==> config.mk <==
export PLATFORM = sky130hd
export DESIGN_NAME = supercar_scanner_flat
export DESIGN_NICKNAME = d
export VERILOG_FILES = /design/src/rtl/supercar_scanner_if.sv /design/src/rtl/supercar_scanner.sv /design/src/flat_wrapper.sv
export SDC_FILE = /design/constraint.sdc
export NUM_CORES = 1
export LEC_CHECK = 0
export CAP_MARGIN = 20
export CORE_ASPECT_RATIO = 0.9
export CORE_MARGIN = 5
export CORE_UTILIZATION = 40
export CTS_CLUSTER_SIZE = 30
export DETAILED_ROUTE_END_ITERATION = 16
export PLACE_DENSITY = 0.66
export SKIP_CTS_REPAIR_TIMING = 1
export SLEW_MARGIN = 20
export SYNTH_ARGS = -nofsm -noshare
export SYNTH_HDL_FRONTEND = slang
export SYNTH_SLANG_ARGS = --single-unit
==> constraint.sdc <==
create_clock -name CLOCK_50 -period 2 [get_ports CLOCK_50]
set_clock_uncertainty 0.15 [all_clocks]
set_input_delay 0.2 -clock CLOCK_50 [delete_from_list [all_inputs] [get_ports CLOCK_50]]
set_output_delay 0.2 -clock CLOCK_50 [all_outputs]
set_load 0.05 [all_outputs]
==> src/rtl/supercar_scanner_if.sv <==
// supercar_scanner_if
//   Board-level signal bundle for the scanner: pushbuttons in, four
//   seven-segment digits out.
//   KEY[3:0]   : [0] sync reset (1 = reset), [1] speed (0 = fast),
//                [2] run (0 = paused), [3] unused
//   HEX0..HEX3 : {g,f,e,d,c,b,a}, active-low; HEX3 is the leftmost digit
//   master : drives KEY, observes HEX (board / testbench side)
//   slave  : observes KEY, drives HEX (scanner side)
interface supercar_scanner_if;
  logic [3:0] KEY;
  logic [6:0] HEX0;
  logic [6:0] HEX1;
  logic [6:0] HEX2;
  logic [6:0] HEX3;

  modport master (
    output KEY,
    input  HEX0, HEX1, HEX2, HEX3
  );

  modport slave (
    input  KEY,
    output HEX0, HEX1, HEX2, HEX3
  );
endinterface

==> src/rtl/supercar_scanner.sv <==
// supercar_scanner
//   "Knight Rider" scanner: a two-segment bar sweeps HEX3 -> HEX0 and back,
//   bouncing at each end. Eight bar positions (left and right segment pair
//   of each of the four digits), one step per prescaler tick.
//   CLOCK_50 : system clock, all state updates on its rising edge
//   bus      : KEY in (reset / speed / run), HEX0..HEX3 out (active-low)
//   DIV_SLOW : clock cycles per step in normal speed
//   DIV_FAST : clock cycles per step in fast speed
module supercar_scanner #(
  parameter int DIV_SLOW = 12500000,
  parameter int DIV_FAST = 3125000
) (
  input logic                CLOCK_50,
  supercar_scanner_if.slave  bus
);

  localparam int DIV_MAX = (DIV_SLOW > DIV_FAST) ? DIV_SLOW : DIV_FAST;
  localparam int CNT_W   = (DIV_MAX > 1) ? $clog2(DIV_MAX) : 1;

  localparam logic [CNT_W-1:0] SLOW_M1 = CNT_W'(DIV_SLOW - 1);
  localparam logic [CNT_W-1:0] FAST_M1 = CNT_W'(DIV_FAST - 1);

  localparam logic [6:0] SEG_LEFT  = 7'b1001111;  // segments f,e lit
  localparam logic [6:0] SEG_RIGHT = 7'b1111001;  // segments c,b lit
  localparam logic [6:0] SEG_BLANK = 7'b1111111;

  logic             rst;
  logic             run;
  logic [CNT_W-1:0] limit_m1;
  logic             unused_key3;

  logic [CNT_W-1:0] cnt_q, cnt_d;
  logic [2:0]       pos_q, pos_d;
  logic             dir_q, dir_d;
  logic             tick;

  assign rst         = bus.KEY[0];
  assign run         = bus.KEY[2];
  assign unused_key3 = bus.KEY[3];

  // KEY[1] low selects the fast rate
  assign limit_m1 = bus.KEY[1] ? SLOW_M1 : FAST_M1;

  // State register: reset wins over pause, speed and tick on the same edge
  always_ff @(posedge CLOCK_50) begin
    if (rst) begin
      cnt_q <= '0;
      pos_q <= 3'd0;
      dir_q <= 1'b0;
    end else begin
      cnt_q <= cnt_d;
      pos_q <= pos_d;
      dir_q <= dir_d;
    end
  end

  // Next state: prescaler and bouncing position
  always_comb begin
    cnt_d = cnt_q;
    pos_d = pos_q;
    dir_d = dir_q;
    tick  = 1'b0;

    if (run) begin
      // >= rather than == so a count left above a newly selected, shorter
      // limit still wraps on the next cycle instead of running to overflow
      if (cnt_q >= limit_m1) begin
        cnt_d = '0;
        tick  = 1'b1;
      end else begin
        cnt_d = cnt_q + 1'b1;
      end
    end

    if (tick) begin
      if (!dir_q) begin
        if (pos_q == 3'd7) begin
          pos_d = 3'd6;
          dir_d = 1'b1;
        end else begin
          pos_d = pos_q + 3'd1;
        end
      end else begin
        if (pos_q == 3'd0) begin
          pos_d = 3'd1;
          dir_d = 1'b0;
        end else begin
          pos_d = pos_q - 3'd1;
        end
      end
    end
  end

  // Output decode: pos[0] picks the segment pair, pos[2:1] picks the digit
  // counting from the left (0 -> HEX3 ... 3 -> HEX0)
  always_comb begin
    logic [6:0] seg;
    seg      = pos_q[0] ? SEG_RIGHT : SEG_LEFT;
    bus.HEX0 = SEG_BLANK;
    bus.HEX1 = SEG_BLANK;
    bus.HEX2 = SEG_BLANK;
    bus.HEX3 = SEG_BLANK;
    case (pos_q[2:1])
      2'd0:    bus.HEX3 = seg;
      2'd1:    bus.HEX2 = seg;
      2'd2:    bus.HEX1 = seg;
      default: bus.HEX0 = seg;
    endcase
  end

endmodule

==> src/flat_wrapper.sv <==
// flat-port wrapper written by rule: the top's interface ports become plain ports
module supercar_scanner_flat 
#(
  parameter int DIV_SLOW = 12500000,
  parameter int DIV_FAST = 3125000
)
  (CLOCK_50, bus_KEY, bus_HEX0, bus_HEX1, bus_HEX2, bus_HEX3);
  supercar_scanner_if bus_i ();
  input logic CLOCK_50;
  input wire logic [$bits(bus_i.KEY)-1:0] bus_KEY;
  output wire logic [$bits(bus_i.HEX0)-1:0] bus_HEX0;
  output wire logic [$bits(bus_i.HEX1)-1:0] bus_HEX1;
  output wire logic [$bits(bus_i.HEX2)-1:0] bus_HEX2;
  output wire logic [$bits(bus_i.HEX3)-1:0] bus_HEX3;
  assign bus_i.KEY = bus_KEY;
  assign bus_HEX0 = bus_i.HEX0;
  assign bus_HEX1 = bus_i.HEX1;
  assign bus_HEX2 = bus_i.HEX2;
  assign bus_HEX3 = bus_i.HEX3;
  supercar_scanner #(.DIV_SLOW(DIV_SLOW), .DIV_FAST(DIV_FAST)) u_core (.CLOCK_50(CLOCK_50), .bus(bus_i));
endmodule
==> run_results.csv <==
group,metric,value,unit
global_routing,antenna_found_initial,0,
routing,drt_iter0_markers,75,
routing,drt_wl_total,4230,µm
floorplan,die_y,75.3,µm
power_and_ir_drop,peakVddDrop,0.370,mV
worst_setup_path,end_kind,"register",
worst_setup_path,cp.arrival,2.15,ns
worst_setup_path,cp_max_fo,5,
global_routing,gr-total-overflow,0,
synth,ys_ff_latch,28,
worst_setup_path,critPathTopFamily,"compound AO/OA/AOI/OAI gates",
synth,yosysTopAreaCell,"dfxtp_1",
run_status,violations,"negative setup slack",
worst_setup_path,r2r-end,"u_core.dir_q",
synth,synth_edf_count,0,
floorplan,die_w,82.5,µm
place,gp_congestion,0.808,
synth,yosysMostFrequentCell,"dfxtp_1",
worst_setup_path,critPathBufInv,0,
global_routing,grt_pass1_vias,1470,
synth,ys.flop_type,"dfxtp_1",
clock_network,clk_path_buf_depth,2,
clock_network,clockRootBuffer,"clkbuf_8",
synth,ys_types,39,
synth,synth_top_area_frac,0.296,
clock_network,cts_max_level,1,
worst_setup_path,crit_slowest_cell,"a221o_1",
floorplan,ioPinCount,33,
worst_setup_path,crit_type,"register to register",
clock_network,clock_sinks,28,
sta,grt_setup_unrepaired,"true",
sta,worstMarginPinSlew,0.501,ns
hold_path,holdPathEnd,"u_core.cnt_q[1]",
sta,setup_slack,-0.141,ns
synth,synth_common_cells,"dfxtp_1 (28), nor3_1 (23), buf_4 (20), xnor2_1 (18), nand3_1 (15)",
power_and_ir_drop,p_switching,0.000268,W
global_routing,grt_usage,0.135,
sta,achievable-frequency,467,MHz
sta,fin_hold_ws,0.340,ns
worst_setup_path,cp.required,2.01,ns
global_routing,grt_max_degree,18,
worst_setup_path,timing.rr.start,"u_core.cnt_q[23]",
sta,setup_viol,27,
clock_network,cts_tree,"built",
clock_network,clk_latency,0.27,ns
hold_path,worstHoldStart,"u_core.cnt_q[1]",
worst_setup_path,cp.depth,6,
synth,avgSynthCellArea,8.57,µm²
routing,first_pass_iters,4,
worst_setup_path,r2r_setup_slack,-0.14,ns
worst_setup_path,worst_setup_path_start_kind,"register",
cells_and_area,nets,272,
global_routing,grt_pass1_wl,6630,µm
synth,synth_area_leaders,"dfxtp_1 (30%), ha_1 (8.6%), xnor2_1 (8.3%), buf_4 (7.9%), nor3_1 (6.1%)",
worst_setup_path,slowest_delay,0.38,ns
power_and_ir_drop,clkPwrFrac,0.343,
synth,syn_area,1890,µm²
floorplan,core_area,4520,µm²
cells_and_area,final_core_util,0.528,
cells_and_area,stdcell_area,2390,µm²
power_and_ir_drop,power_frac_comb,0.111,
synth,seq_area_frac_synth,0.296,
synth,ys_warn_count,0,
power_and_ir_drop,p_per_area,433,nW/µm²
floorplan,rows,23,
place,detailed_place_hpwl,3210,µm
clock_network,cts_inserted_buffers,3,
place,portBuffers,19,
sta,slew_violations,0,
sta,finalHoldViolations,0,
hold_path,worstHoldPathType,"register to register",
power_and_ir_drop,p_int,0.000765,W
clock_network,clk_pin_slew,0.10,ns
floorplan,start_util,0.419,
sta,period_share,1.07,
cells_and_area,fin_cells,315,
worst_setup_path,worst-r2r-cell-count,6,
worst_setup_path,crit_chain,"ha_4 -> and4b_1 -> a221o_1 -> a41oi_4 -> a2111oi_4 -> or3_1",
cells_and_area,drive_gt1_frac,0.324,
job,maxCapViolCount,0,
power_and_ir_drop,leakagePower,0.850,nW
place,placed_area,2170,µm²
routing,vias,1617,
floorplan,die_area,6210,µm²
synth,synthArstFlopShare,0,
sta,slew_headroom,0.665,
sta,fin_crit,2.14,ns
routing,ant_nets,0,
routing,drc,0,
routing,viasPerCell,5.13,
synth,synthCells,221,
sta,setup-tns-final,-2.27,ns
run_status,status,"finished, violations left",
routing,wl_per_cell,13.4,µm
hold_path,whs_path_depth,2,
cells_and_area,n_antenna_cell,0,
power_and_ir_drop,seqPwrFrac,0.546,
power_and_ir_drop,swShare,0.260,
place,placed_cells,310,
cells_and_area,area_growth,26.1,%
sequential cells by signal, indices dropped and copies added (netlist names):
name and cells:
u_core.cnt_q 24, u_core.dir_q 1, u_core.pos_q 3
logic make-up (layout without fill, tap and decap cells):
logic type,after synthesis,count (layout),share of synthesized area
flops,28,28,0.296
other cells,1,12,0.00198
buf+inv,40,61,0.128
compound gates,20,20,0.0925
simple gates,96,96,0.289
fa+ha+maj,13,13,0.0859
xor+xnor,23,23,0.106
cell type report:
cell class	instances	area (µm²)
fill	444	2130
multi-input combinational	164	1270
sequential	28	563
timing repair buffer	47	383
tap	62	77.6
clock buffer	4	55.1
inverter	10	37.5
through the flow:
step           setup slack (ns)  power [W]
6_report                 -0.141    0.00103
3_3_place_gp             -0.661   0.000683
5_1_grt                  -0.232    0.00108
3_5_place_dp             -0.636   0.000684
2_1_floorplan          -0.00240   0.000675
4_1_cts                  -0.351    0.00104
power by group through the flow:
stage | Sequential [W] | Clock, W | Combinational, W
2_1_floorplan | 0.000577 | 0 | 0.0000978
3_3_place_gp | 0.000577 | 0 | 0.000106
3_5_place_dp | 0.000577 | 0 | 0.000107
4_1_cts | 0.000564 | 0.000364 | 0.000108
5_1_grt | 0.000565 | 0.000392 | 0.000123
6_report | 0.000564 | 0.000354 | 0.000115
worst max path at each step:
| stage | from | end | slack (ns) |
|---|---|---|---|
| 5_1_grt | u_core.cnt_q[23] | u_core.dir_q | -0.23 |
| 3_3_place_gp | bus_KEY[1] | u_core.pos_q[1] | -0.66 |
| 4_1_cts | bus_KEY[1] | u_core.cnt_q[10] | -0.35 |
| 6_report | u_core.cnt_q[23] | u_core.dir_q | -0.14 |
| 3_5_place_dp | bus_KEY[1] | u_core.cnt_q[10] | -0.64 |
| 2_1_floorplan | u_core.cnt_q[23] | u_core.dir_q | -0.002 |
worst reg2reg max path, cell delays in order, from the launching register on:
cell,delay [ns]
dfxtp_2,0.35
ha_4,0.23
and4b_1,0.19
a221o_1,0.38
a41oi_4,0.32
a2111oi_4,0.11
or3_1,0.31
metal layers:
layer	global-route usage	vias up	part of all wire
met4	0.0309	0	0.010
met5	0	-	0
met3	0.0215	4	0.034
li1	-	820	-
met1	0.186	754	0.47
met2	0.224	39	0.49
layout by cell type, fill, tap and decap left out, types with 2 or more instances in the layout:
master,count
dlymetal6s2s_1,2
and2_1,2
a21oi_1,4
a211oi_1,2
ha_4,2
buf_4,39
dfxtp_1,26
a221oi_1,2
or3_1,2
nor2_1,10
buf_6,4
inv_1,9
nor3_4,2
conb_1,12
nand3_1,15
clkbuf_8,4
dfxtp_2,2
and4_1,4
ha_1,11
clkdlybuf4s50_1,2
nand4_1,8
nand2_1,13
nor3_1,10
nor4_1,3
xor2_1,5
xnor2_1,18
nor3_2,21
Note: power is estimated with default switching activity, not from simulation.
